File: src/rtl/vga_rx.sv
// VGA receiver: measures incoming sync timing against the configured mode and
// recovers active-area pixels with their coordinates once the timing is trusted.
module vga_rx #(
    parameter int H_ACTIVE = 640,
    parameter int H_SYNC   = 96,
    parameter int H_BP     = 48,
    parameter int H_TOTAL  = 800,
    parameter int V_ACTIVE = 480,
    parameter int V_SYNC   = 2,
    parameter int V_BP     = 33,
    parameter int V_TOTAL  = 525
) (
    input  logic       clk,
    input  logic       reset,
    input  logic       hsync,
    input  logic       vsync,
    input  logic [3:0] red,
    input  logic [3:0] green,
    input  logic [3:0] blue,
    output logic       locked,
    output logic       pix_valid,
    output logic [9:0] pix_x,
    output logic [9:0] pix_y,
    output logic [3:0] pix_r,
    output logic [3:0] pix_g,
    output logic [3:0] pix_b,
    output logic       frame_start,
    output logic       err,
    output logic [7:0] err_count
);

    // state  | meaning
    // SEARCH | no trusted timing, waiting for a vsync assertion
    // ALIGN  | measuring one full frame; any error restarts the window
    // LOCKED | timing verified, active pixels are forwarded
    typedef enum logic [1:0] {SEARCH, ALIGN, LOCKED} state_t;

    localparam logic [10:0] H_START = 11'(H_SYNC + H_BP);
    localparam logic [10:0] H_END   = 11'(H_SYNC + H_BP + H_ACTIVE);
    localparam logic [9:0]  V_START = 10'(V_SYNC + V_BP);
    localparam logic [9:0]  V_END   = 10'(V_SYNC + V_BP + V_ACTIVE);

    state_t      state, state_nxt;
    logic        hs_q, hs_qq, vs_q, vs_qq;
    logic [3:0]  r_q, g_q, b_q;
    logic [10:0] p_reg, p_cur;
    logic [9:0]  l_reg, l_cur;
    logic        v_pend, h_seen, h_armed, v_seen, dirty;
    logic        hs_fall, hs_rise, vs_fall;
    logic        h_err, v_err, err_now, active;

    assign hs_fall = hs_qq & ~hs_q;
    assign hs_rise = ~hs_qq & hs_q;
    assign vs_fall = vs_qq & ~vs_q;

    always_comb begin
        p_cur = (p_reg == 11'h7FF) ? p_reg : p_reg + 11'd1;
        l_cur = l_reg;
        if (hs_fall) begin
            p_cur = 11'd0;
            // the first line after a vsync assertion (including a coincident one) is line 0
            if (v_pend || vs_fall)
                l_cur = 10'd0;
            else if (l_reg != 10'h3FF)
                l_cur = l_reg + 10'd1;
        end
    end

    // width check waits for a second fall so a pulse cut short by reset is ignored
    assign h_err = (hs_fall && h_seen && (({1'b0, p_reg} + 12'd1) != 12'(H_TOTAL)))
                || (hs_rise && h_armed && (p_cur != 11'(H_SYNC)));
    assign v_err = vs_fall && v_seen && (({1'b0, l_reg} + 11'd1) != 11'(V_TOTAL));
    assign err_now = h_err || v_err;

    assign active = (p_cur >= H_START) && (p_cur < H_END)
                 && (l_cur >= V_START) && (l_cur < V_END);

    assign locked = (state == LOCKED);

    always_comb begin
        state_nxt = state;
        case (state)
            SEARCH: if (vs_fall) state_nxt = ALIGN;
            ALIGN:  if (vs_fall && !dirty && !err_now) state_nxt = LOCKED;
            LOCKED: if (err_now) state_nxt = SEARCH;
            default: state_nxt = SEARCH;
        endcase
    end

    always_ff @(posedge clk or negedge reset) begin
        if (!reset) begin
            state       <= SEARCH;
            hs_q        <= 1'b1;
            hs_qq       <= 1'b1;
            vs_q        <= 1'b1;
            vs_qq       <= 1'b1;
            r_q         <= 4'd0;
            g_q         <= 4'd0;
            b_q         <= 4'd0;
            p_reg       <= 11'd0;
            l_reg       <= 10'd0;
            v_pend      <= 1'b0;
            h_seen      <= 1'b0;
            h_armed     <= 1'b0;
            v_seen      <= 1'b0;
            dirty       <= 1'b0;
            pix_valid   <= 1'b0;
            pix_x       <= 10'd0;
            pix_y       <= 10'd0;
            pix_r       <= 4'd0;
            pix_g       <= 4'd0;
            pix_b       <= 4'd0;
            frame_start <= 1'b0;
            err         <= 1'b0;
            err_count   <= 8'd0;
        end else begin
            state   <= state_nxt;
            hs_q    <= hsync;
            hs_qq   <= hs_q;
            vs_q    <= vsync;
            vs_qq   <= vs_q;
            r_q     <= red;
            g_q     <= green;
            b_q     <= blue;
            p_reg   <= p_cur;
            l_reg   <= l_cur;
            v_pend  <= hs_fall ? 1'b0 : (v_pend | vs_fall);
            h_seen  <= h_seen | hs_fall;
            h_armed <= h_armed | (hs_fall & h_seen);
            v_seen  <= v_seen | vs_fall;

            // a new alignment window opens on entry to ALIGN and on every vsync inside it
            if (state_nxt == ALIGN && (state != ALIGN || vs_fall))
                dirty <= 1'b0;
            else if (err_now)
                dirty <= 1'b1;

            pix_valid <= active && (state == LOCKED);
            if (active && state == LOCKED) begin
                pix_x <= 10'(p_cur - H_START);
                pix_y <= l_cur - V_START;
                pix_r <= r_q;
                pix_g <= g_q;
                pix_b <= b_q;
            end

            frame_start <= vs_fall;
            err         <= err_now;
            if (err_now && err_count != 8'hFF)
                err_count <= err_count + 8'd1;
        end
    end

endmodule

File: config.mk
export PLATFORM = sky130hd
export DESIGN_NAME = vga_rx
export DESIGN_NICKNAME = d
export VERILOG_FILES = /design/src/rtl/vga_rx.sv
export SDC_FILE = /design/constraint.sdc
export NUM_CORES = 1
export LEC_CHECK = 0
export BUFFER_PORTS_ARGS = -buffer_cell sky130_fd_sc_hd__clkbuf_2
export CORE_MARGIN = 2
export CORE_UTILIZATION = 56
export DETAILED_ROUTE_END_ITERATION = 10
export PLACE_DENSITY = 0.76
export SYNTH_ARGS = -nofsm -noshare
export SYNTH_HDL_FRONTEND = slang
export SYNTH_SLANG_ARGS = --single-unit
File: constraint.sdc
create_clock -name clk -period 6.1 [get_ports clk]
set_input_delay 1.22 -clock clk [delete_from_list [all_inputs] [get_ports clk]]
set_output_delay 1.22 -clock clk [all_outputs]
set_load 0.02 [all_outputs]
==> reports/qor.yml, run 1 <==
pwr:
  finalPower_uw: 1490
  ir_drop_uv: 146
  power.density_nw_per_um2: 300
  p_leak_uw: 0.00230
clocking:
  clock_path_buffers: 2
  cts-buffers-inserted: 9
  cts_sinks: 87
  htreeDepth: 3
  clock_latency_ns: 0.36
  hold_buffers: 0
  path_clk_slew_ns: 0.09
  cts_tree: "done"
  post-cts-setup-buffers: 0
  root_buffer: "clkbuf_8"
  post_cts_resized: 0
synth:
  synth_cells: 384
  ys_ff_latch: 87
  syn-num-nets: 408
  synth_ff_type: "dfrtp_1"
  synth_cell_types: 59
  synth_edf_count: 0
  async_flop_share_pct: 100
  avgSynthCellArea_um2: 11.3
  yosysWarningCount: 0
  yosysSeqAreaShare_pct: 50.2
  yosysTopAreaCell: "dfrtp_1"
  synth_top_cells_by_area: "dfrtp_1 48%, mux2_4 9.0%, xnor2_1 3.6%"
  synthesis.area_um2: 4350
  synth_top_area_share_pct: 47.8
worst_setup_path:
  path_class: "flip-flop to flip-flop"
  setup.worst_path.start_class: "flip-flop"
  r2r_setup_slack_ns: 1.78
  cp_max_fo: 22
  end_kind: "flip-flop"
  cp.required_ns: 6.35
  reg2reg_from: "hs_q$_DFF_PN1_"
  reg2regPathDepth: 11
  worstPathArrival_ns: 4.57
  reg2reg_to: "pix_b[3]$_DFFE_PN0P_"
route:
  dr.pass1.iters: 4
  antenna_left: 0
  routed_wl_mm: 8.82
  drtIter0Drc: 180
  drc_errors: 0
  drt-wirelength-per-cell_um: 16.0
  vias: 3152
  viasPerCell: 5.71
sta:
  clock-skew-final_ns: 0.0127
  fmax_ghz: 0.232
  fin_crit_sh_pct: 70.8
  drv_slew: 0
  max_slew.worst_pin.slew_ns: 0.846
  finalSetupViolCount: 0
  hold_viol_final: 0
  tns_ns: 0
  rsz0062_at_grt: "false"
  fin_crit_ns: 4.32
  maxSlewHeadroom_pct: 43.6
floorplan:
  die_x_um: 92.1
  floorplan.initialDensity_pct: 57.1
  die_y_um: 92.1
  dieArea_um2: 8480
  row_count: 32
  num_io_pins: 60
  core_area_um2: 7610
cells_and_area:
  fin_nets: 469
  nFillCells: 608
  largest_register_ff_count: 11
  area_growth_pct: 14.4
  n_antenna_cell: 0
  drive_gt1_share_pct: 28.7
  utilization_pct: 65.3
worst_hold_path:
  worst_hold_path_type: "flip-flop to flip-flop"
  min_from: "vs_q$_DFF_PN1_"
  hold_path_depth: 0
  whs_endpoint: "vs_qq$_DFF_PN1_"
placed_design:
  place.gp.congestion: 0.923
  numPortBuffers: 59
  post-dp-hpwl_mm: 6.29
grt:
  antenna_found_initial: 0
  gr-total-overflow: 0
  grt_usage_pct: 22.2
  grt_first_pass_wirelength_mm: 15.0
  grt_start_max_net_pins: 47
  grt_pass1_vias: 3092
run_status:
  status: "completed"
job:
  max-cap-violations: 0
[synth_stat cells (all sizes together), types with 10 or more instances]
master	instances
nand3	12
inv	23
xnor2	18
buf	11
nor3	10
o21ai	13
mux2	32
a21oi	13
nor2	26
dfrtp	83
nand2	26
[layout make-up]
type,instances,area [µm²],share of cell area [%]
inverter,23,86.3,1.74
timing repair buffer,64,335,6.75
clock buffer,9,124,2.49
clock inverter,7,126,2.54
tap,102,128,2.57
sequential,87,2180,43.9
multi-input combinational,260,1990,40.0
[logic make-up after synthesis]
group,Yosys count,share of synthesized area (%)
xor gates and xnor gates,24,4.84
AOI/OAI and AO/OA,72,12.1
adders and majority gates,8,2.30
buffers and inverters,37,4.03
DFF,87,50.2
muxes,37,11.7
and+or+nand+nor,119,14.8
[layout by cell type (no fill, tap or decap), types with 9 or more instances in the layout]
| master | synthesis | routed |
|---|---|---|
| a21oi_1 | 13 | 13 |
| clkbuf_2 | 0 | 58 |
| clkbuf_8 | 0 | 9 |
| dfrtp_1 | 83 | 83 |
| inv_1 | 23 | 23 |
| mux2_4 | 26 | 26 |
| nand2_1 | 26 | 26 |
| nand3_1 | 12 | 12 |
| nor2_1 | 26 | 26 |
| nor3_1 | 9 | 9 |
| o21ai_0 | 13 | 13 |
| xnor2_1 | 18 | 18 |
[metrics by stage]
stage | cells | hold slack (ns) | setup slack [ns] | instance area, µm²
2_1_floorplan | 384 | 0.351 | 2.81 | 4350
3_3_place_gp | 536 | 0.355 | 1.85 | 4720
3_5_place_dp | 536 | 0.355 | 1.75 | 4720
4_1_cts | 552 | 0.364 | 1.75 | 4970
5_1_grt | 552 | 0.372 | 1.41 | 4970
6_report | 552 | 0.357 | 1.78 | 4970
[critical path, cell delays in order, from the launching register on]
cell	delay, ns
dfstp_2	0.57
nand2b_1	0.47
a31o_2	0.23
xnor2_1	0.12
nor2_1	0.09
ha_1	0.27
inv_1	0.06
o2111ai_1	0.23
or4_4	0.51
a311oi_4	0.76
buf_4	0.49
mux2_2	0.39
[where the power goes]
| part | internal (µW) | total (µW) | switching, µW |
|---|---|---|---|
| clock network | 278 | 494 | 217 |
| logic | 120 | 299 | 179 |
| registers | 630 | 697 | 66.5 |
[worst max path at each step]
stage	start	endpoint	slack (ns)
after global routing	p_reg[0]$_DFF_PN0_	pix_b[3]$_DFFE_PN0P_	1.41
after detailed placement	hs_q$_DFF_PN1_	pix_b[3]$_DFFE_PN0P_	1.75
after global placement	hs_q$_DFF_PN1_	pix_b[3]$_DFFE_PN0P_	1.85
after CTS	hs_q$_DFF_PN1_	pix_b[3]$_DFFE_PN0P_	1.75
final	hs_q$_DFF_PN1_	pix_b[3]$_DFFE_PN0P_	1.78
after floorplan	hs_qq$_DFF_PN1_	pix_b[0]$_DFFE_PN0P_	2.81
[layer usage]
| metal | global-route usage [%] | share of wire, % |
|---|---|---|
| met4 | 5.97 | 1.1 |
| met1 | 30.8 | 45 |
| met5 | 0 | 0 |
| met2 | 36.2 | 49 |
| met3 | 4.27 | 5.1 |
No activity file was read; power rests on OpenSTA's default activity.
==> run 2: changes to the inputs <==
Settings changed: CORE_UTILIZATION 56 to 52, PLACE_DENSITY 0.76 to 0.74.
Clock period 6.1 ns to 3.9 ns, I/O delays scaled along.
==> run 2 against run 1 <==
  * Via count is 0.44% lower
  * Combinational power is 60% higher
  * First-iteration DRC count is 16% lower
  * Largest power group unchanged
==> reports/qor.yml, run 2 (synthesis gave the netlist of run 1 again) <==
cells_and_area:
  drive_gt1_share_pct: 29.1  # +0.47 points
  fin_nets: 472  # +0.64%
  n_antenna_cell: 0  # unchanged
  nFillCells: 697  # +15%
  area_growth_pct: 14.1
  multi_input_area_um2: 1990  # unchanged
  largest_register_ff_count: 11  # unchanged
  most-common-layout-cells: "83 x dfrtp_1, 58 x clkbuf_2, 26 x nand2_1, 26 x nor2_1, 26 x mux2_4"
  register_area_um2: 2180  # unchanged
  utilization_pct: 60.6  # -4.7 points
  final_common_cell: "dfrtp_1"
clocking:
  cts_sinks: 87  # unchanged
  clock_path_buffers: 2  # unchanged
  clock_latency_ns: 0.36  # about the same
  post-cts-setup-buffers: 0  # unchanged
  path_clk_slew_ns: 0.09  # about the same
  cts-buffers-inserted: 9  # unchanged
  htreeDepth: 3  # unchanged
  post_cts_resized: 0  # unchanged
  root_buffer: "clkbuf_8"
  cts_tree: "done"
  hold_buffers: 0  # unchanged
floorplan:
  num_io_pins: 60  # unchanged
  dieArea_um2: 9100  # +7.4%
  die_x_um: 95.4  # +3.6%
  core_area_um2: 8180  # +7.5%
  row_count: 33  # +3.1%
  die_y_um: 95.4  # +3.6%
  floorplan.initialDensity_pct: 53.2  # -4.0 points
sta:
  finalSetupViolCount: 0  # unchanged
  rsz0062_at_grt: "false"
  clock-skew-final_ns: 0.00593  # -0.00675 ns
  drv_slew: 0  # unchanged
  maxSlewHeadroom_pct: 30.1  # -13 points
  hold_viol_final: 0  # unchanged
  tns_ns: 0  # unchanged
  fmax_ghz: 0.291  # +26%
  setup_ws_ns: 0.468  # -1.31 ns
  fin_crit_ns: 3.43  # -0.887 ns
  max_slew.worst_pin.slew_ns: 1.05  # +0.202 ns
  fin_crit_sh_pct: 88.0  # +17 points
  hold_slack_ns: 0.371  # +0.0136 ns
placed_design:
  numPortBuffers: 59  # unchanged
  pre_cts_ws_ns: 0.478  # -1.27 ns
  place.gp.congestion: 0.864  # -6.4%
  post-dp-hpwl_mm: 6.17  # -1.9%
worst_setup_path:
  crit_path_cell_trace: "nand2b_1, inv_1, o21a_1, nor2_1, ha_1, inv_1, o2111ai_1, or4_4, a311oi_4, buf_4, mux2_4"
  cp-startpoint: "vs_qq$_DFF_PN1_"
  slowest_stage: "dfstp_2"
  crit_top_cell: "inv_1"
  end_kind: "flip-flop"
  cp_max_fo: 18  # -18%
  setup.worst_path.start_class: "flip-flop"
  reg2reg_from: "vs_qq$_DFF_PN1_"
  worstPathArrival_ns: 3.69  # -0.88 ns
  cp.required_ns: 4.15  # -2.20 ns
  critical-path-max-stage-delay_ns: 0.52  # -0.24 ns
  path_class: "flip-flop to flip-flop"
run_status:
  status: "completed"
grt:
  met1_usage_pct: 28.2  # -2.7 points
  gr-total-overflow: 0  # unchanged
  grt_first_pass_wirelength_mm: 14.4  # -3.4%
  grt_use_met2_pct: 33.0  # -3.1 points
  use_met3_pct: 5.38  # +1.1 points
  grt_usage_pct: 20.6  # -1.6 points
  gr-max-usage-layer: "met2"
  grt_start_max_net_pins: 88  # +87%
  antenna_found_initial: 0  # unchanged
  grt_pass1_vias: 3009  # -2.7%
worst_hold_path:
  worst_hold_path_type: "flip-flop to flip-flop"
  min_from: "vs_q$_DFF_PN1_"
route:
  drc_errors: 0  # unchanged
  dr.pass1.iters: 4  # unchanged
  drt-wirelength-per-cell_um: 15.5  # -2.7%
  routed_wl_mm: 8.67  # -1.7%
  viasPerCell: 5.62  # -1.5%
  antenna_left: 0  # unchanged
  vias: 3138  # -0.44%
  drtIter0Drc: 152  # -16%
pwr:
  p_leak_uw: 0.00230  # -0.10%
  power.density_nw_per_um2: 451  # +50%
  ir_drop_uv: 249  # +71%
  finalPower_uw: 2230  # +50%
job:
  max-cap-violations: 0  # unchanged
run 2: stage by stage:
| step | instance area (µm²) | cells |
|---|---|---|
| after floorplan | 4350 | 384 |
| after global placement | 4750 | 542 |
| after detailed placement | 4750 | 542 |
| after CTS | 4960 | 558 |
| after global routing | 4960 | 558 |
| final | 4960 | 558 |
run 2: worst paths after layout:
path	endpoint	slack [ns]	cells past startpoint
hold reg to reg	vs_qq$_DFF_PN1_	0.37	0
min in group asynchronous	err_count[6]$_DFFE_PN0P_	0.58	1
max in group asynchronous	l_reg[6]$_DFF_PN0_	2.63	1
hold / removal	vs_qq$_DFF_PN1_	0.37	0
setup / recovery	pix_y[5]$_DFFE_PN0P_	0.47	11
setup reg to reg	pix_y[5]$_DFFE_PN0P_	0.47	11
run 2: metal layers:
layer	vias to the layer above	share of wire [%]
li1	1513	-
met1	1529	46
met2	90	49
met3	6	5.0
met4	0	0.74
met5	-	0
run 2: where the power goes:
group | switching, µW | leakage (µW) | internal (µW) | total, µW
registers | 104 | 0.00112 | 986 | 1090
logic | 284 | 0.00107 | 194 | 478
clock network | 354 | 0.000105 | 312 | 666
total | 742 | 0.00230 | 1490 | 2230
run 2: layout make-up:
class / count / share of cell area [%]
clock buffers: 9 / 2.50
repair buffers: 67 / 7.22
flip-flops and latches: 87 / 44.0
clock inverters: 7 / 1.74
inverters: 23 / 1.74
well taps: 105 / 2.65
multi-input cells: 260 / 40.1
run 2: critical path, delay by kind of cell, from the launching register on:
kind | cells | cell delay (ns)
adder cells (fa/ha/maj) | 1 | 0.26
flip-flops | 1 | 0.52
buffers and inverters | 3 | 0.57
AND/OR/NAND/NOR | 3 | 0.74
multiplexers | 1 | 0.33
AO/OA/AOI/OAI | 3 | 0.89
==> run 3: changes to the inputs <==
Settings changed: REMOVE_ABC_BUFFERS from default to 1.
==> run 3 against run 2 <==
  * Clock skew is 0.0067 ns higher
  * Utilization shrank 0.54 points
  * Cell count decreased by 0.36%
  * Total power down 4.8%
  * Flip-flop and latch count is the same
  * Sequential share of layout area increased by 0.39 points
  * Critical path depth shrank 2
  * Worst hold slack got worse by 0.0059 ns
  * Clock-buffer cell count unchanged
  * Via count grew 1.5%
  * Setup slack worse by 0.077 ns
  * Register-to-register slack worse by 0.08 ns
  * Critical endpoint is now pix_b[3]$_DFFE_PN0P_
==> reports/qor.yml, run 3 (synthesis gave the netlist of run 1 again) <==
run_status:
  status: "completed"
clocking:
  clock_path_buffers: 2  # unchanged
  clock_latency_ns: 0.35  # about the same
  cts_sinks: 87  # unchanged
  htreeDepth: 3  # unchanged
  cts-buffers-inserted: 9  # unchanged
  path_clk_slew_ns: 0.08  # about the same
  cts_tree: "done"
  root_buffer: "clkbuf_8"
  hold_buffers: 0  # unchanged
cells_and_area:
  final_common_cell: "dfrtp_1"
  most-common-layout-cells: "83 x dfrtp_1, 58 x clkbuf_2, 26 x nand2_1, 26 x nor2_1, 26 x mux2_4"
  fin_nets: 471  # -0.21%
  n_antenna_cell: 0  # unchanged
  nFillCells: 677  # -2.9%
  area_growth_pct: 13.0
  stdcell_count: 556  # -0.36%
  drive_gt1_share_pct: 29.0  # -0.093 points
  largest_register_ff_count: 11  # unchanged
pwr:
  p_leak_uw: 0.00228  # -0.87%
  pwr-share-comb_pct: 22.5  # +1.1 points
  swShare_pct: 33.4  # +0.21 points
  p_sw_uw: 711  # -4.2%
  intPower_uw: 1410  # -5.1%
  p_clk_share_pct: 26.2  # -3.6 points
  power.density_nw_per_um2: 433  # -4.0%
  p_seq_share_pct: 51.3  # +2.5 points
  ir_drop_uv: 215  # -14%
worst_setup_path:
  path_class: "flip-flop to flip-flop"
  setup.worst_path.start_class: "flip-flop"
  worstPathArrival_ns: 3.75  # +0.06 ns
  cp_max_fo: 18  # unchanged
  end_kind: "flip-flop"
  cp.required_ns: 4.14  # about the same
sta:
  finalSetupViolCount: 0  # unchanged
  drv_slew: 0  # unchanged
  maxSlewHeadroom_pct: 29.2  # -0.97 points
  setup_ws_ns: 0.390  # -0.0772 ns
  fmax_ghz: 0.285  # -2.2%
  fin_crit_sh_pct: 90.0  # +2.0 points
  hold_slack_ns: 0.365  # -0.00593 ns
  hold_viol_final: 0  # unchanged
  max_slew.worst_pin.slew_ns: 1.06  # +0.0145 ns
  rsz0062_at_grt: "false"
  fin_crit_ns: 3.51  # +0.0772 ns
  clock-skew-final_ns: 0.0126  # +0.00666 ns
placed_design:
  numPortBuffers: 59  # unchanged
  pre_cts_ws_ns: 0.336  # -0.142 ns
  place_inst: 541  # -0.18%
  place.gp.congestion: 0.922  # +6.7%
  post-dp-hpwl_mm: 6.08  # -1.4%
grt:
  grt_start_max_net_pins: 88  # unchanged
  grt_first_pass_wirelength_mm: 14.7  # +2.0%
  grt_pass1_vias: 3080  # +2.4%
  gr-total-overflow: 0  # unchanged
  antenna_found_initial: 0  # unchanged
  grt_usage_pct: 20.8  # +0.16 points
route:
  routed_wl_mm: 8.73  # +0.67%
  drc_errors: 0  # unchanged
  dr.pass1.iters: 4  # unchanged
  vias: 3186  # +1.5%
  drt-wirelength-per-cell_um: 15.7  # +1.0%
  viasPerCell: 5.73  # +1.9%
  drtIter0Drc: 240  # +58%
  antenna_left: 0  # unchanged
floorplan:
  core_area_um2: 8180  # unchanged
  floorplan.initialDensity_pct: 53.2  # unchanged
  die_x_um: 95.4  # unchanged
  row_count: 33  # unchanged
  die_y_um: 95.4  # unchanged
  dieArea_um2: 9100  # unchanged
  num_io_pins: 60  # unchanged
worst_hold_path:
  worst_hold_path_type: "flip-flop to flip-flop"
job:
  max-cap-violations: 0  # unchanged
==> run 3: power by group through the flow <==
stage | Clock (µW) | Combinational, µW | Sequential [µW]
global placement | 0 | 467 | 1100
global route | 620 | 539 | 1100
CTS | 578 | 481 | 1090
detailed placement | 0 | 476 | 1100
finish | 557 | 479 | 1090
floorplan | 0 | 290 | 1130
==> run 3: cell type report <==
type | instances | area (µm²) | area share (%)
multi-input combinational | 260 | 1990 | 40.6
clock inverter | 6 | 45.0 | 0.917
tap | 105 | 131 | 2.67
sequential | 87 | 2180 | 44.4
clock buffer | 9 | 124 | 2.52
inverter | 23 | 86.3 | 1.76
timing repair buffer | 66 | 350 | 7.13
==> run 3: per-layer routing <==
metal  global-route usage [%]  wire (µm)  vias up
met3                     5.22        557       14
met4                     6.79        127        0
met5                        0          0        -
met2                     31.9       4060      120
met1                     29.2       3990     1543
li1                         -          -     1509
==> run 3: repair_timing <==
| action | CTS | global route |
|---|---|---|
| endpoints found under the setup margin | 0 | 12 |
| gates resized for setup | 0 | 1 |
| buffers inserted | 0 | 0 |
| endpoints found under the hold margin | 0 | 0 |
==> run 3: path summary, 6_finish.rpt <==
path	depth (start not counted)	endpoint	from	slack, ns
min reg2reg	0	vs_qq$_DFF_PN1_	vs_q$_DFF_PN1_	0.36
max in group asynchronous	1	pix_y[6]$_DFFE_PN0P_	reset	2.60
min	0	vs_qq$_DFF_PN1_	vs_q$_DFF_PN1_	0.36
max reg2reg	9	pix_b[3]$_DFFE_PN0P_	p_reg[0]$_DFF_PN0_	0.39
min in group asynchronous	1	err_count[6]$_DFFE_PN0P_	reset	0.59
max	9	pix_b[3]$_DFFE_PN0P_	p_reg[0]$_DFF_PN0_	0.39
==> run 3: worst max-delay path, cell delays in order (launching register included) <==
cell	delay, ns
dfrtp_1	0.45
ha_1	0.28
and4_1	0.25
a311o_1	0.35
a221oi_1	0.47
nor4bb_1	0.41
a2111oi_2	0.11
a311oi_4	0.31
buf_4	0.36
mux2_2	0.38
==> run 3: through the flow <==
stage	total power (µW)	utilization [%]	cell area, µm²	setup TNS [ns]
after floorplan	1420	-	4260	-24.51
after global placement	1570	58.0	4740	0
after detailed placement	1580	58.0	4740	0
after CTS	2150	60.0	4910	0
after global routing	2260	60.1	4910	0
final	2130	60.1	4910	0
